==> src/rtl/nubus_cpld_seq_if.sv <==
// Bus-side and FPGA-side signal bundle for the NuBus arbitration/direction sequencer.
// The slave modport is the sequencer's view; the master modport is the driving side.
interface nubus_cpld_seq_if #(parameter int ID_W = 4);
  logic            nubus_oe;
  logic            master_req;
  logic            tmoen;
  logic [ID_W-1:0] id_n_5v;
  logic [ID_W-1:0] arb_n_5v;
  logic            start_n_5v;
  logic            ack_n_5v;
  logic            rqst_o_n;
  logic [ID_W-1:0] arb_o_n;
  logic            grant;
  logic            master_dir;
  logic            start_oe_n;
  logic            ctl_oe_n;
  logic            arb_timeout;

  modport slave (
    input  nubus_oe, master_req, tmoen, id_n_5v, arb_n_5v, start_n_5v, ack_n_5v,
    output rqst_o_n, arb_o_n, grant, master_dir, start_oe_n, ctl_oe_n, arb_timeout
  );

  modport master (
    output nubus_oe, master_req, tmoen, id_n_5v, arb_n_5v, start_n_5v, ack_n_5v,
    input  rqst_o_n, arb_o_n, grant, master_dir, start_oe_n, ctl_oe_n, arb_timeout
  );
endinterface

==> src/rtl/nubus_cpld_seq.sv <==
// NuBus arbitration sequencer with direction control and driver dead-time insertion.
// Define NUBUS_ARB_TIMEOUT_EN to abort arbitration after TIMEOUT_CYCLES clocks.
module nubus_cpld_seq #(
  parameter int ID_W           = 4,
  parameter int ARB_SETTLE     = 2,
  parameter int TURN_CYCLES    = 1,
  parameter int TIMEOUT_CYCLES = 255
) (
  input logic clk_n_5v,
  input logic reset_n_5v,
  nubus_cpld_seq_if.slave bus
);

  generate
    if (ARB_SETTLE < 1 || TURN_CYCLES < 1 || TIMEOUT_CYCLES < 1) begin : g_param_err
      $error("nubus_cpld_seq: ARB_SETTLE, TURN_CYCLES and TIMEOUT_CYCLES must be >= 1");
    end
  endgenerate

  localparam int CMAX = (ARB_SETTLE > TURN_CYCLES) ? ARB_SETTLE : TURN_CYCLES;
  localparam int CW   = $clog2(CMAX + 1);
  localparam int TMW  = $clog2(TURN_CYCLES + 1);
  localparam logic [CW-1:0]  SETTLE_LD = CW'(ARB_SETTLE - 1);
  localparam logic [CW-1:0]  TURN_LD   = CW'(TURN_CYCLES - 1);
  localparam logic [TMW-1:0] TM_FULL   = TMW'(TURN_CYCLES);

  typedef enum logic [2:0] {S_IDLE, S_ARB, S_LOST, S_WAIT, S_TURN, S_OWNER} state_e;

  state_e         state_q, state_d;
  logic [CW-1:0]  cnt_q, cnt_d;
  logic [TMW-1:0] tm_cnt_q, tm_cnt_d;
  logic           ctl_en_q, ctl_en_d;
  logic           master_dir_q, master_dir_d;
  logic           bus_busy_q, bus_busy_d;
  logic           in_arb, dir_chg, req_ok;
  logic [ID_W-1:0] arb_drv;

  // ACK wins over START so a single-cycle transaction never marks the bus busy.
  always_comb begin
    bus_busy_d = bus_busy_q;
    if (!bus.ack_n_5v)        bus_busy_d = 1'b0;
    else if (!bus.start_n_5v) bus_busy_d = 1'b1;
  end

  // Back off bit k once the bus shows a higher bit we are not asserting ourselves.
  always_comb begin
    logic blk;
    arb_drv = '1;
    blk     = 1'b0;
    for (int k = 0; k < ID_W; k++) begin
      blk = 1'b0;
      for (int j = k + 1; j < ID_W; j++)
        if (!bus.arb_n_5v[j] && bus.id_n_5v[j]) blk = 1'b1;
      if (!bus.id_n_5v[k] && !blk) arb_drv[k] = 1'b0;
    end
  end

  assign in_arb = (state_q == S_ARB) || (state_q == S_LOST) || (state_q == S_WAIT);

`ifdef NUBUS_ARB_TIMEOUT_EN
  localparam int TOW = $clog2(TIMEOUT_CYCLES + 1);
  localparam logic [TOW-1:0] TO_LAST = TOW'(TIMEOUT_CYCLES - 1);
  logic [TOW-1:0] to_cnt_q, to_cnt_d;
  logic           to_hit, timeout_q, block_q, block_d;

  assign to_hit = in_arb && (to_cnt_q == TO_LAST);
  assign req_ok = !block_q;

  // After an abort, master_req must drop before another attempt is allowed.
  always_comb begin
    to_cnt_d = in_arb ? to_cnt_q + TOW'(1) : '0;
    block_d  = (block_q && bus.master_req) || (to_hit && !bus.nubus_oe);
  end

  always_ff @(posedge clk_n_5v or negedge reset_n_5v) begin
    if (!reset_n_5v) begin
      to_cnt_q  <= '0;
      timeout_q <= 1'b0;
      block_q   <= 1'b0;
    end else begin
      to_cnt_q  <= to_cnt_d;
      timeout_q <= to_hit && !bus.nubus_oe;
      block_q   <= block_d;
    end
  end

  assign bus.arb_timeout = timeout_q;
`else
  assign req_ok          = 1'b1;
  assign bus.arb_timeout = 1'b0;
`endif

  always_comb begin
    state_d = state_q;
    cnt_d   = cnt_q;
    if (bus.nubus_oe) begin
      state_d = S_IDLE;
`ifdef NUBUS_ARB_TIMEOUT_EN
    end else if (to_hit) begin
      state_d = S_IDLE;
`endif
    end else if (in_arb && !bus.master_req) begin
      state_d = S_IDLE;
    end else begin
      case (state_q)
        S_IDLE:
          if (bus.master_req && req_ok) begin
            state_d = S_ARB;
            cnt_d   = SETTLE_LD;
          end
        S_ARB:
          if (cnt_q == '0) state_d = (bus.arb_n_5v == bus.id_n_5v) ? S_WAIT : S_LOST;
          else             cnt_d   = cnt_q - CW'(1);
        S_LOST:
          if (!bus.start_n_5v) begin
            state_d = S_ARB;
            cnt_d   = SETTLE_LD;
          end
        S_WAIT:
          if (!bus_busy_d && bus.start_n_5v) begin
            state_d = S_TURN;
            cnt_d   = TURN_LD;
          end
        S_TURN:
          if (cnt_q == '0) state_d = S_OWNER;
          else             cnt_d   = cnt_q - CW'(1);
        S_OWNER:
          if (!bus.master_req && !bus_busy_d) state_d = S_IDLE;
        default: state_d = S_IDLE;
      endcase
    end
  end

  assign master_dir_d = (state_d == S_TURN) || (state_d == S_OWNER);
  assign dir_chg      = master_dir_d ^ master_dir_q;

  // TM/ACK enable needs TURN_CYCLES clean tmoen samples since the last direction flip.
  always_comb begin
    tm_cnt_d = tm_cnt_q;
    ctl_en_d = 1'b0;
    if (!bus.tmoen || dir_chg || bus.nubus_oe) tm_cnt_d = '0;
    else if (tm_cnt_q == TM_FULL)               ctl_en_d = 1'b1;
    else                                        tm_cnt_d = tm_cnt_q + TMW'(1);
  end

  always_ff @(posedge clk_n_5v or negedge reset_n_5v) begin
    if (!reset_n_5v) begin
      state_q      <= S_IDLE;
      cnt_q        <= '0;
      tm_cnt_q     <= '0;
      ctl_en_q     <= 1'b0;
      master_dir_q <= 1'b0;
      bus_busy_q   <= 1'b0;
    end else begin
      state_q      <= state_d;
      cnt_q        <= cnt_d;
      tm_cnt_q     <= tm_cnt_d;
      ctl_en_q     <= ctl_en_d;
      master_dir_q <= master_dir_d;
      bus_busy_q   <= bus_busy_d;
    end
  end

  assign bus.rqst_o_n   = bus.nubus_oe ||
                          !(in_arb || (state_q == S_OWNER && bus.master_req));
  assign bus.arb_o_n    = (state_q == S_ARB && !bus.nubus_oe) ? arb_drv : '1;
  assign bus.grant      = (state_q == S_OWNER);
  assign bus.master_dir = master_dir_q;
  assign bus.start_oe_n = bus.nubus_oe || (state_q != S_OWNER);
  assign bus.ctl_oe_n   = bus.nubus_oe || !ctl_en_q;

endmodule

==> src/flat_wrapper.sv <==
// flat-port wrapper written by rule: the top's interface ports become plain ports
module nubus_cpld_seq_flat 
#(
  parameter int ID_W           = 4,
  parameter int ARB_SETTLE     = 2,
  parameter int TURN_CYCLES    = 1,
  parameter int TIMEOUT_CYCLES = 255
)
  (clk_n_5v, reset_n_5v, bus_nubus_oe, bus_master_req, bus_tmoen, bus_id_n_5v, bus_arb_n_5v, bus_start_n_5v, bus_ack_n_5v, bus_rqst_o_n, bus_arb_o_n, bus_grant, bus_master_dir, bus_start_oe_n, bus_ctl_oe_n, bus_arb_timeout);
  nubus_cpld_seq_if #(.ID_W(ID_W)) bus_i ();
  input logic clk_n_5v;
  input logic reset_n_5v;
  input wire logic [$bits(bus_i.nubus_oe)-1:0] bus_nubus_oe;
  input wire logic [$bits(bus_i.master_req)-1:0] bus_master_req;
  input wire logic [$bits(bus_i.tmoen)-1:0] bus_tmoen;
  input wire logic [$bits(bus_i.id_n_5v)-1:0] bus_id_n_5v;
  input wire logic [$bits(bus_i.arb_n_5v)-1:0] bus_arb_n_5v;
  input wire logic [$bits(bus_i.start_n_5v)-1:0] bus_start_n_5v;
  input wire logic [$bits(bus_i.ack_n_5v)-1:0] bus_ack_n_5v;
  output wire logic [$bits(bus_i.rqst_o_n)-1:0] bus_rqst_o_n;
  output wire logic [$bits(bus_i.arb_o_n)-1:0] bus_arb_o_n;
  output wire logic [$bits(bus_i.grant)-1:0] bus_grant;
  output wire logic [$bits(bus_i.master_dir)-1:0] bus_master_dir;
  output wire logic [$bits(bus_i.start_oe_n)-1:0] bus_start_oe_n;
  output wire logic [$bits(bus_i.ctl_oe_n)-1:0] bus_ctl_oe_n;
  output wire logic [$bits(bus_i.arb_timeout)-1:0] bus_arb_timeout;
  assign bus_i.nubus_oe = bus_nubus_oe;
  assign bus_i.master_req = bus_master_req;
  assign bus_i.tmoen = bus_tmoen;
  assign bus_i.id_n_5v = bus_id_n_5v;
  assign bus_i.arb_n_5v = bus_arb_n_5v;
  assign bus_i.start_n_5v = bus_start_n_5v;
  assign bus_i.ack_n_5v = bus_ack_n_5v;
  assign bus_rqst_o_n = bus_i.rqst_o_n;
  assign bus_arb_o_n = bus_i.arb_o_n;
  assign bus_grant = bus_i.grant;
  assign bus_master_dir = bus_i.master_dir;
  assign bus_start_oe_n = bus_i.start_oe_n;
  assign bus_ctl_oe_n = bus_i.ctl_oe_n;
  assign bus_arb_timeout = bus_i.arb_timeout;
  nubus_cpld_seq #(.ID_W(ID_W), .ARB_SETTLE(ARB_SETTLE), .TURN_CYCLES(TURN_CYCLES), .TIMEOUT_CYCLES(TIMEOUT_CYCLES)) u_core (.clk_n_5v(clk_n_5v), .reset_n_5v(reset_n_5v), .bus(bus_i));
endmodule
==> config.mk <==
export PLATFORM = sky130hd
export DESIGN_NAME = nubus_cpld_seq_flat
export DESIGN_NICKNAME = d
export VERILOG_FILES = /design/src/rtl/nubus_cpld_seq_if.sv /design/src/rtl/nubus_cpld_seq.sv /design/src/flat_wrapper.sv
export SDC_FILE = /design/constraint.sdc
export NUM_CORES = 1
export LEC_CHECK = 0
export CAP_MARGIN = 5
export CORE_AREA = 2 2 44 46
export CTS_CLUSTER_DIAMETER = 200
export CTS_CLUSTER_SIZE = 8
export DETAILED_ROUTE_END_ITERATION = 10
export DIE_AREA = 0 0 46 48
export PLACE_DENSITY = 0.81
export SYNTH_ARGS = -nofsm -noshare
export SYNTH_HDL_FRONTEND = slang
export SYNTH_SLANG_ARGS = --single-unit
==> constraint.sdc <==
create_clock -name clk_n_5v -period 2.27 [get_ports clk_n_5v]
set_input_delay 0.454 -clock clk_n_5v [delete_from_list [all_inputs] [get_ports clk_n_5v]]
set_output_delay 0.454 -clock clk_n_5v [all_outputs]
set_load 0.02 [all_outputs]
==> impl_metrics.ini <==
[run_status]
status = completed

[floorplan]
die_h_um = 48
die_x_um = 46
coreArea_sq_um = 1690
num_io_pins = 25
initial_core_util = 0.427
placementRows = 15
die-area_sq_um = 2210

[critical_path]
cp_data_arrival_time_ps = 1800
cp_max_fo = 2
critical_path_class = in2out
start_kind = primary input
end_kind = output pin
required_ps = 1820
reg2reg_slack_ps = 330

[global_route]
gr-total-overflow = 0
use_met3 = 0.0453
antenna_found_initial = 0
grt_pass1_vias = 710
grt_max_degree = 15
grt_util_met1 = 0.201
grt_pass1_wl_um = 2810
grt.total_usage = 0.181
busiest_layer = met2
grt_use_met2 = 0.328

[placement]
io_buffer_count = 23
hpwlAfterDp_um = 1410
gp_congestion = 0.764

[synth]
ys_async_sr_fraction = 1.00
synthTopCellsByArea = dfrtp_1, ha_1, inv_1
synth.distinct_cells = 38
yosys_warnings = 0
ys_seq_elements = 9
yosysTopAreaCell = dfrtp_1
synth_edf_count = 0
synth_top_area_frac = 0.313
synth-seq-area-share = 0.313
avgSynthCellArea_sq_um = 8.28
syn_nets = 106
syn_inst = 87
ys.flop_type = dfrtp_1
synth.cell_area_sq_um = 721

[drt]
first_iter_violations = 27
wl_per_cell_um = 13.0
drc = 0
vias = 785
antenna_left = 0
via_per_inst = 5.53
drt-total-wl_um = 1850
first_pass_iters = 4

[cts]
cts_buffers = 3
cts_tree = done
root_buffer = clkbuf_4
numClockSinks = 9
clkLatencyLatePin_ps = 260
clockBufferDepth = 2
htree_levels = 1
path_clk_slew_ps = 60

[power_and_ir_drop]
vdd_drop_max_uv = 394
design_power_total_uw = 738
p_leak_uw = 0.000490
p_per_area_nw_per_um2 = 676

[sta]
fin_tns_setup_ps = 0
drv_slew = 0
finalCritPeriodShare = 0.995
finClkSkew_ps = 4.87
finalCriticalPeriod_ps = 2260
hold_violations = 0
rsz0062_at_grt = yes
fmax_ghz = 0.443
setup_viol = 0

[finish]
layout-drive-gt1-share = 0.240
multiInputGateArea_sq_um = 454
final_common_cell = buf_4
diodes = 0
regArea_sq_um = 225
fillers = 153
areaGrowthSynthToFinish_pct = 51.6
layout.nets = 145
final_cell_mix = buf_4, clkdlybuf4s50_1, dfrtp_1

[hold_path]
hold_path.class = in2async

[job]
cap_violations = 0
## final timing paths
path	startpoint	endpoint	cells past startpoint
max reg2reg	u_core.cnt_q[0]$_DFFE_PN0P_	u_core.cnt_q[0]$_DFFE_PN0P_	7
min in group clk_n_5v	u_core.tm_cnt_q$_DFF_PN0_	u_core.ctl_en_q$_DFF_PN0_	1
min	reset_n_5v	u_core.tm_cnt_q$_DFF_PN0_	1
max	bus_arb_n_5v[2]	bus_arb_o_n[0]	5
min reg2reg	u_core.tm_cnt_q$_DFF_PN0_	u_core.ctl_en_q$_DFF_PN0_	1
max in group asynchronous	reset_n_5v	u_core.bus_busy_q$_DFF_PN0_	1
## cell families after synthesis
| logic type | count (synthesis) | synth area share |
|---|---|---|
| other cells | 1 | 0.00520 |
| simple gates | 36 | 0.271 |
| compound gates | 22 | 0.233 |
| buf+inv | 13 | 0.0851 |
| flops | 9 | 0.313 |
| fa+ha+maj | 4 | 0.0694 |
| xor+xnor | 2 | 0.0243 |
## flip-flops by register name, indices dropped and copies added (netlist names)
register / cells
u_core.bus.master_dir: 1
u_core.bus_busy_q: 1
u_core.cnt_q: 2
u_core.ctl_en_q: 1
u_core.state_q: 3
u_core.tm_cnt_q: 1
## critical path, cell delays in order
cell	delay, ps
clkdlybuf4s50_1	460
inv_1	40
ha_1	190
or4_4	510
buf_6	150
## routing by layer
| metal | routed length, um | up-vias | share of wire |
|---|---|---|---|
| met5 | 0 | - | 0 |
| met4 | 31 | 0 | 0.017 |
| met3 | 152 | 6 | 0.082 |
| met2 | 917 | 39 | 0.50 |
| met1 | 750 | 358 | 0.41 |
| li1 | - | 382 | - |
## report_power, final
group / total (uW) / internal (uW) / switching, uW
sequential: 208 / 193 / 15.1
combinational: 408 / 193 / 215
clock: 122 / 67.7 / 54.8
## Yosys cell counts (2+ instances only)
cell type and n:
or4_1 3, dfrtp_1 9, xnor2_1 2, o21ai_0 3, ha_1 4, nand3_1 3
inv_1 9, or3_1 2, nor2b_1 3, nand2b_1 4, a21oi_1 6, nor2_1 6
nand2_1 8
## through the flow
stage / std cells / util / area (sq um) / setup slack (ps) / hold slack, ps
CTS: 142 / 0.639 / 1080 / -110 / 497
finish: 142 / 0.647 / 1090 / 11.2 / 491
floorplan: 87 / - / 721 / 135 / 158
global route: 142 / 0.647 / 1090 / -15.8 / 522
global placement: 135 / 0.613 / 1030 / -769 / 505
detailed placement: 135 / 0.613 / 1030 / -835 / 507
## cell type report
class,count,share of cell area
sequential,9,0.206
tap,17,0.0195
inverter,9,0.0309
clock buffer,4,0.0241
timing repair buffer,38,0.304
multi-input combinational,65,0.416
## what timing repair did
item	in CTS	in global routing
hold buffers	0	0
resized for setup	23	9
pin swaps	4	3
setup buffers	3	0
endpoints found under the setup margin	7	4
Power figures use the tool's default switching activity.
